## config.mk

```make
export PLATFORM = sky130hd
export DESIGN_NAME = or1200_vlx_packer
export DESIGN_NICKNAME = d
export VERILOG_FILES = /design/src/rtl/or1200_vlx_pkg.sv /design/src/rtl/or1200_vlx_byte_fifo.sv /design/src/rtl/or1200_vlx_packer.sv
export SDC_FILE = /design/constraint.sdc
export NUM_CORES = 1
export LEC_CHECK = 0
export BUFFER_PORTS_ARGS = -buffer_cell sky130_fd_sc_hd__buf_2
export CAP_MARGIN = 5
export CORE_ASPECT_RATIO = 0.5
export CORE_UTILIZATION = 60
export CTS_CLUSTER_DIAMETER = 150
export DETAILED_ROUTE_END_ITERATION = 8
export PLACE_DENSITY = 0.82
export RECOVER_POWER = 25
export SLEW_MARGIN = 30
export SYNTH_ARGS = -nofsm -noshare
export SYNTH_HDL_FRONTEND = slang
export SYNTH_HIERARCHICAL = 1
export SYNTH_SLANG_ARGS = --single-unit
export TNS_END_PERCENT = 100
```

## constraint.sdc

```tcl
create_clock -name clk_i -period 5.8 [get_ports clk_i]
set_clock_uncertainty 0.1 [all_clocks]
set_input_delay 1.16 -clock clk_i [delete_from_list [all_inputs] [get_ports clk_i]]
set_output_delay 1.16 -clock clk_i [all_outputs]
set_load 0.005 [all_outputs]
```

## src/rtl/or1200_vlx_pkg.sv

```systemverilog
// Shared constants and types for the VLX bit packer: SPR indices,
// extractor states and the JPEG byte-stuffing values.
package or1200_vlx_pkg;

    localparam logic [1:0] VLX_SPR_CTRL = 2'd0;
    localparam logic [1:0] VLX_SPR_CNT  = 2'd1;
    localparam logic [1:0] VLX_SPR_ADDR = 2'd2;
    localparam logic [1:0] VLX_SPR_LVL  = 2'd3;

    typedef enum logic {
        VLX_IDLE  = 1'b0,
        VLX_STUFF = 1'b1
    } vlx_state_e;

    localparam logic [7:0] VLX_STUFF_BYTE = 8'hFF;
    localparam logic [7:0] VLX_STUFF_ZERO = 8'h00;

endpackage

```

## src/rtl/or1200_vlx_byte_fifo.sv

```systemverilog
// Small byte FIFO between the bit extractor and the store port.
// DEPTH must be a power of two so the pointers wrap naturally.
module or1200_vlx_byte_fifo #(
    parameter  int DEPTH = 4,
    localparam int AW    = $clog2(DEPTH),
    localparam int LVL_W = $clog2(DEPTH + 1)
) (
    input  logic             clk_i,
    input  logic             rst_i,
    input  logic             push,
    input  logic [7:0]       din,
    input  logic             pop,
    output logic [7:0]       dout,
    output logic             full,
    output logic             empty,
    output logic [LVL_W-1:0] level
);

    logic [7:0]    mem [DEPTH];
    logic [AW-1:0] wr_ptr;
    logic [AW-1:0] rd_ptr;
    logic          do_push;
    logic          do_pop;

    assign full    = (level == LVL_W'(DEPTH));
    assign empty   = (level == '0);
    assign do_push = push && !full;
    assign do_pop  = pop && !empty;
    assign dout    = mem[rd_ptr];

    always_ff @(posedge clk_i or posedge rst_i) begin
        if (rst_i) begin
            wr_ptr <= '0;
            rd_ptr <= '0;
            level  <= '0;
        end else begin
            if (do_push) wr_ptr <= wr_ptr + AW'(1);
            if (do_pop)  rd_ptr <= rd_ptr + AW'(1);
            level <= level + LVL_W'(do_push) - LVL_W'(do_pop);
        end
    end

    // Storage needs no reset: a slot is only read after it has been written.
    always_ff @(posedge clk_i) begin
        if (do_push) mem[wr_ptr] <= din;
    end

endmodule

```

## src/rtl/or1200_vlx_packer.sv

```systemverilog
// VLX bit packer: accumulates variable-length codes, extracts bytes with
// JPEG FF->FF 00 stuffing, and drains them through the byte-store port.
module or1200_vlx_packer
    import or1200_vlx_pkg::*;
#(
    parameter  int          ACC_W      = 32,
    parameter  int          MAX_BITS   = 16,
    parameter  int          FIFO_DEPTH = 4,
    parameter  logic [31:0] RST_ADDR   = 32'h0383c1d0,
    localparam int          LEN_W      = $clog2(MAX_BITS + 1)
) (
    input  logic                clk_i,
    input  logic                rst_i,
    input  logic                set_bit_op_i,
    input  logic [LEN_W-1:0]    num_bits_i,
    input  logic [MAX_BITS-1:0] dat_i,
    input  logic                spr_cs,
    input  logic                spr_write,
    input  logic [1:0]          spr_addr,
    input  logic [31:0]         spr_dat_i,
    output logic [31:0]         spr_dat_o,
    output logic                stall_cpu_o,
    output logic                store_byte_o,
    output logic [31:0]         vlx_addr_o,
    output logic [31:0]         dat_o,
    input  logic                ack_i
);

    localparam int CNT_W = $clog2(ACC_W + 1);
    localparam int IDX_W = $clog2(ACC_W);
    localparam int LVL_W = $clog2(FIFO_DEPTH + 1);

    logic [ACC_W-1:0]    acc, acc_next;
    logic [CNT_W-1:0]    cnt, cnt_next;
    vlx_state_e          state, state_next;
    logic                flushing;
    logic                err;
    logic [31:0]         byte_count;

    logic [LEN_W-1:0]    n_eff;
    logic [MAX_BITS-1:0] code;
    logic                accept;
    logic [3:0]          pad_n;
    logic                pad;
    logic [IDX_W-1:0]    ext_lsb;
    logic [7:0]          ext_byte;
    logic                extract;
    logic                push;
    logic [7:0]          push_byte;

    logic                fifo_full, fifo_empty;
    logic [7:0]          fifo_head;
    logic [LVL_W-1:0]    fifo_level;

    logic                ack_fire;
    logic                spr_wr;
    logic                idle;
    logic                flush_done;

    assign n_eff = (num_bits_i > LEN_W'(MAX_BITS)) ? LEN_W'(MAX_BITS) : num_bits_i;

    always_comb begin
        code = '0;
        for (int i = 0; i < MAX_BITS; i++) begin
            code[i] = dat_i[i] && (i < int'(n_eff));
        end
    end

    // Accept is judged on the current fill; a same-cycle extraction does not help.
    assign accept      = set_bit_op_i && !flushing && (int'(cnt) + int'(n_eff) <= ACC_W);
    assign stall_cpu_o = (set_bit_op_i && !accept) || flushing;

    assign pad_n = 4'd8 - {1'b0, cnt[2:0]};
    assign pad   = flushing && (cnt[2:0] != 3'd0) && (int'(cnt) + int'(pad_n) <= ACC_W);

    assign ext_lsb  = IDX_W'(cnt - CNT_W'(8));
    assign ext_byte = acc[ext_lsb +: 8];

    always_comb begin
        state_next = state;
        push       = 1'b0;
        push_byte  = ext_byte;
        extract    = 1'b0;
        case (state)
            VLX_IDLE: begin
                if (cnt >= CNT_W'(8) && !fifo_full) begin
                    push    = 1'b1;
                    extract = 1'b1;
                    if (ext_byte == VLX_STUFF_BYTE) state_next = VLX_STUFF;
                end
            end
            VLX_STUFF: begin
                if (!fifo_full) begin
                    push       = 1'b1;
                    push_byte  = VLX_STUFF_ZERO;
                    state_next = VLX_IDLE;
                end
            end
        endcase
    end

    // Stale bits above cnt are never read, so the shift needs no masking.
    always_comb begin
        acc_next = acc;
        cnt_next = cnt;
        if (accept) begin
            acc_next = (acc << n_eff) | ACC_W'(code);
            cnt_next = cnt + CNT_W'(n_eff);
        end else if (pad) begin
            acc_next = (acc << pad_n) | ACC_W'(VLX_STUFF_BYTE >> cnt[2:0]);
            cnt_next = cnt + CNT_W'(pad_n);
        end
        if (extract) cnt_next = cnt_next - CNT_W'(8);
    end

    or1200_vlx_byte_fifo #(
        .DEPTH (FIFO_DEPTH)
    ) u_fifo (
        .clk_i (clk_i),
        .rst_i (rst_i),
        .push  (push),
        .din   (push_byte),
        .pop   (ack_fire),
        .dout  (fifo_head),
        .full  (fifo_full),
        .empty (fifo_empty),
        .level (fifo_level)
    );

    assign ack_fire   = store_byte_o && ack_i;
    assign spr_wr     = spr_cs && spr_write;
    assign idle       = fifo_empty && (cnt == '0) && !store_byte_o;
    assign flush_done = (cnt == '0) && fifo_empty && (state == VLX_IDLE) && !store_byte_o;
    assign dat_o      = {24'h0, store_byte_o ? fifo_head : 8'h00};

    always_ff @(posedge clk_i or posedge rst_i) begin
        if (rst_i) begin
            acc          <= '0;
            cnt          <= '0;
            state        <= VLX_IDLE;
            flushing     <= 1'b0;
            err          <= 1'b0;
            byte_count   <= '0;
            store_byte_o <= 1'b0;
            vlx_addr_o   <= RST_ADDR;
        end else begin
            acc   <= acc_next;
            cnt   <= cnt_next;
            state <= state_next;

            // The head stays put until acked, so the request can stay up back-to-back.
            if (ack_fire) store_byte_o <= (fifo_level > LVL_W'(1)) || push;
            else          store_byte_o <= !fifo_empty;

            if (flushing) begin
                if (flush_done) flushing <= 1'b0;
            end else if (spr_wr && spr_addr == VLX_SPR_CTRL && spr_dat_i[0]) begin
                flushing <= 1'b1;
            end

            if (spr_wr && spr_addr == VLX_SPR_CTRL && spr_dat_i[1]) err <= 1'b0;
            else if (spr_wr && spr_addr == VLX_SPR_ADDR && !idle)   err <= 1'b1;

            if (spr_wr && spr_addr == VLX_SPR_CNT) byte_count <= '0;
            else if (ack_fire)                     byte_count <= byte_count + 32'd1;

            if (spr_wr && spr_addr == VLX_SPR_ADDR && idle) vlx_addr_o <= spr_dat_i;
            else if (ack_fire)                              vlx_addr_o <= vlx_addr_o + 32'd1;
        end
    end

    always_comb begin
        spr_dat_o = '0;
        case (spr_addr)
            VLX_SPR_CTRL: spr_dat_o = {err, flushing, 22'h0, 8'(cnt)};
            VLX_SPR_CNT:  spr_dat_o = byte_count;
            VLX_SPR_ADDR: spr_dat_o = vlx_addr_o;
            VLX_SPR_LVL:  spr_dat_o = 32'(fifo_level);
            default:      spr_dat_o = '0;
        endcase
    end

endmodule

```

==> summary.txt <==
Die
  – Row count: 37
  – Initial core utilization: 61.8%
  – Core area: 20,700 um^2
  – Ports: 159
  – Die width: 209 um
  – Die area: 22,000 um^2
  – Die height: roughly 110 um

Cells and area
  – P&R area growth vs syn: 7.83%
  – Ratio of cells with drive above 1 in the final layout: between 20% and 30%
  – Finished Cell Area: 13,800 um^2
  – Final-stage net count: 1,533
  – Antenna fix cells: 0
  – Most common cell after layout, fill and taps aside: nand2_1
  – Commonest cells after routing, fill and taps aside: nand2_1 (160), buf_2 (133), nor2_1 (127)
  – Post-Layout Cell Count: 1,734

Hold path
  – Hold Path Depth: 2
  – Worst min path class: register to register
  – WHS Endpoint: byte_count[31]
  – Hold Path Origin: byte_count[31]

Clocking
  – H-tree levels: 4
  – Total CTS buffers: 17
  – CTS Root Buffer Type: clkbuf_16
  – CTS sink cnt: 145
  – Setup Buffers After CTS: 0
  – CTS tree: yes
  – Reg clk slew, reported paths: around 70 ps
  – CTS Hold Bufs: 0
  – Clock buffer depth: 2
  – # resized after CTS: 0
  – Worst skew pair latency: approximately 440 ps

Detailed routing
  – ANT nets after route: 0
  – # DRC: 0
  – DRT iter0 DRCs: between 1,000 and 1,500
  – Routed vias: 11,900
  – DRT Pass-1 Iters: 6
  – Total Wirelength: between 40 and 50 mm
  – Post-DR vias/cell: 6.84
  – WL/cell: 23.3 um

Logic synthesis
  – Post-synth top area cell: dfrtp_1
  – Share of the synthesized area in the top cell type: around 20%
  – Synth Cell Area: 12,800 um^2
  – Async set or reset register ratio after synthesis: 77.9%
  – Number of flops mapped to enable cells by yosys: 32
  – Yosys warning total: 6
  – Avg Cell Area, Syn: between 9 and 10 um^2
  – Synth cell types: 92
  – Synth Register Bits: 145
  – Post-Synthesis Cells: between 1,000 and 1,500
  – Most common flop cell mapped by yosys: dfrtp_1
  – Register area share after synthesis: 29.7%
  – Top cells by area, synth: dfrtp_1 (20%), mux4_2 (10%), mux2i_1 (8.3%)

Timing
  – Total Negative Setup Slacks: 0 ps
  – Hold Fails Final Rpt: 0
  – Measured slew at the worst slew-check pin: 3560 ps
  – Minimum clock period: between 4000 and 5000 ps
  – Relative slew margins: -139%
  – Final Max Tran Viols: 109
  – Final setup vio count: 0
  – Fmax: 203 MHz
  – Tcrit/Tclk final: 85.0%
  – RSZ-0062 raised after global routing: false

Global route
  – Initial antenna violation count: 0
  – Largest net degree at the start of global routing: 78
  – Vias in the first global route: 11,400
  – GR Util All Layers: between 30 and 40%
  – First-pass GRT wire length: 63.5 mm
  – GRT overflow: 0

Placed design
  – Placed cell count: 1,702
  – PortBufs: 134
  – Placed cell areas: approximately 13,000 um^2
  – DP HPWL: 28.4 mm
  – GPL Wtd Cong: 0.982

Pwr
  – Leakage: 5.93 nW
  – Peak VDD IR: 0.325 mV
  – Final Power: 8.04 mW
  – Pwr/cell area: 582 nW/um^2

Setup path
  – Reg2reg path depth: 10
  – Worst Path Required: 4540 ps
  – Endpoint class of the critical path: output port
  – Worst setup SP type: input pin
  – Critical path class: input pin to output port
  – RR Startpoint: cnt[0]
  – Worst path arrival time: about 3700 ps
  – R2R Path End: acc[30]
  – Reg2reg setup slack: 1240 ps
  – CP max FO: 21

Run
  – # Max-Cap Violations: 2

Outcome
  – Status: complete, but fails checks
  – Failing checks: capacitance limit, slew limit
==> worst max path at each step <==
stage,startpoint,to,slack (ps),cells past startpoint
after detailed placement,num_bits_i[2],stall_cpu_o,930,11
after global routing,rst_i,cnt[1],400,3
final,num_bits_i[2],stall_cpu_o,870,11
after floorplan,num_bits_i[4],stall_cpu_o,990,13
after CTS,num_bits_i[2],stall_cpu_o,910,11
after global placement,num_bits_i[4],stall_cpu_o,1010,13
==> critical path: stages <==
cell	delay, ps
buf_2	220
nand2b_1	150
clkinv_1	300
ha_1	450
a21oi_2	200
nand2_1	130
xor2_1	190
o41ai_4	500
and2_1	210
nor2_1	50
buf_2	120
==> cell type report <==
class / count / area (um^2)
inverters: 37 / 140
clock buffers: 17 / 425
flip-flops and latches: 145 / 3800
well taps: 273 / 342
fillers: 1635 / 6920
clock inverters: 15 / 140
repair buffers: 154 / 816
multi-input cells: 1093 / 8150
==> through the flow <==
step | hold slack, ps | utilization (%) | setup WS, ps
final | 475 | 66.6 | 868
after detailed placement | 456 | 63.9 | 932
after CTS | 470 | 66.7 | 912
after global placement | 419 | 63.9 | 1010
after global routing | 500 | 66.6 | 397
after floorplan | 398 | - | 988
==> cell usage after synthesis, types with 5 or more instances <==
library cell,number
a21oi_1,71
dfrtp_1,102
nand2_1,160
edfxtp_1,32
and2_1,20
xnor2_1,29
buf_6,6
o211ai_1,16
and3b_1,5
a221oi_1,5
a22o_1,25
a221oi_2,5
and4_1,5
nand3b_1,5
mux2i_1,106
a211oi_1,24
inv_1,27
mux4_2,57
dfstp_2,11
nor3_1,24
a22oi_1,9
o31ai_1,8
clkbuf_1,69
inv_2,6
nor4_1,5
a31oi_1,16
a221o_1,12
buf_2,27
mux2_2,16
ha_1,22
nand2b_1,12
buf_4,38
buf_1,10
o21ai_0,50
nor2b_1,14
xor2_1,45
nand3_1,42
o22ai_1,10
and3_1,20
nor2_1,127
nand4_1,18
==> where the power goes <==
group	leakage [nW]	internal, mW	switching, mW	total, mW
registers	1.71	1.51	0.733	2.24
logic	3.95	2.04	2.69	4.73
clock network	0.270	0.567	0.508	1.07
==> state kept, by name, summed over array words and instances, names as in the netlist, 2 cells and up <==
name,cells
u_fifo/level,3
u_fifo/rd_ptr,2
cnt,6
vlx_addr_o,32
byte_count,32
acc,32
u_fifo/wr_ptr,2
u_fifo/mem,32
==> layer usage <==
layer  vias to the layer above  track usage, %  routed length, um
met5                         -               0                  0
met4                         0            12.7                978
met3                       106            8.88               4160
met2                       761            59.6              18900
met1                      5795            48.9              16300
li1                       5198               -                  -
==> logic make-up after synthesis <==
| family | Yosys count | share of synthesized area (%) |
|---|---|---|
| xor gates and xnor gates | 74 | 5.06 |
| other | 1 | 0.0293 |
| AOI/OAI and AO/OA | 314 | 17.7 |
| DFF | 145 | 29.7 |
| buffers and inverters | 190 | 7.52 |
| and+or+nand+nor | 476 | 17.7 |
| adders and majority gates | 24 | 2.46 |
| muxes | 181 | 19.9 |
Note: power is estimated with default switching activity, not from simulation.
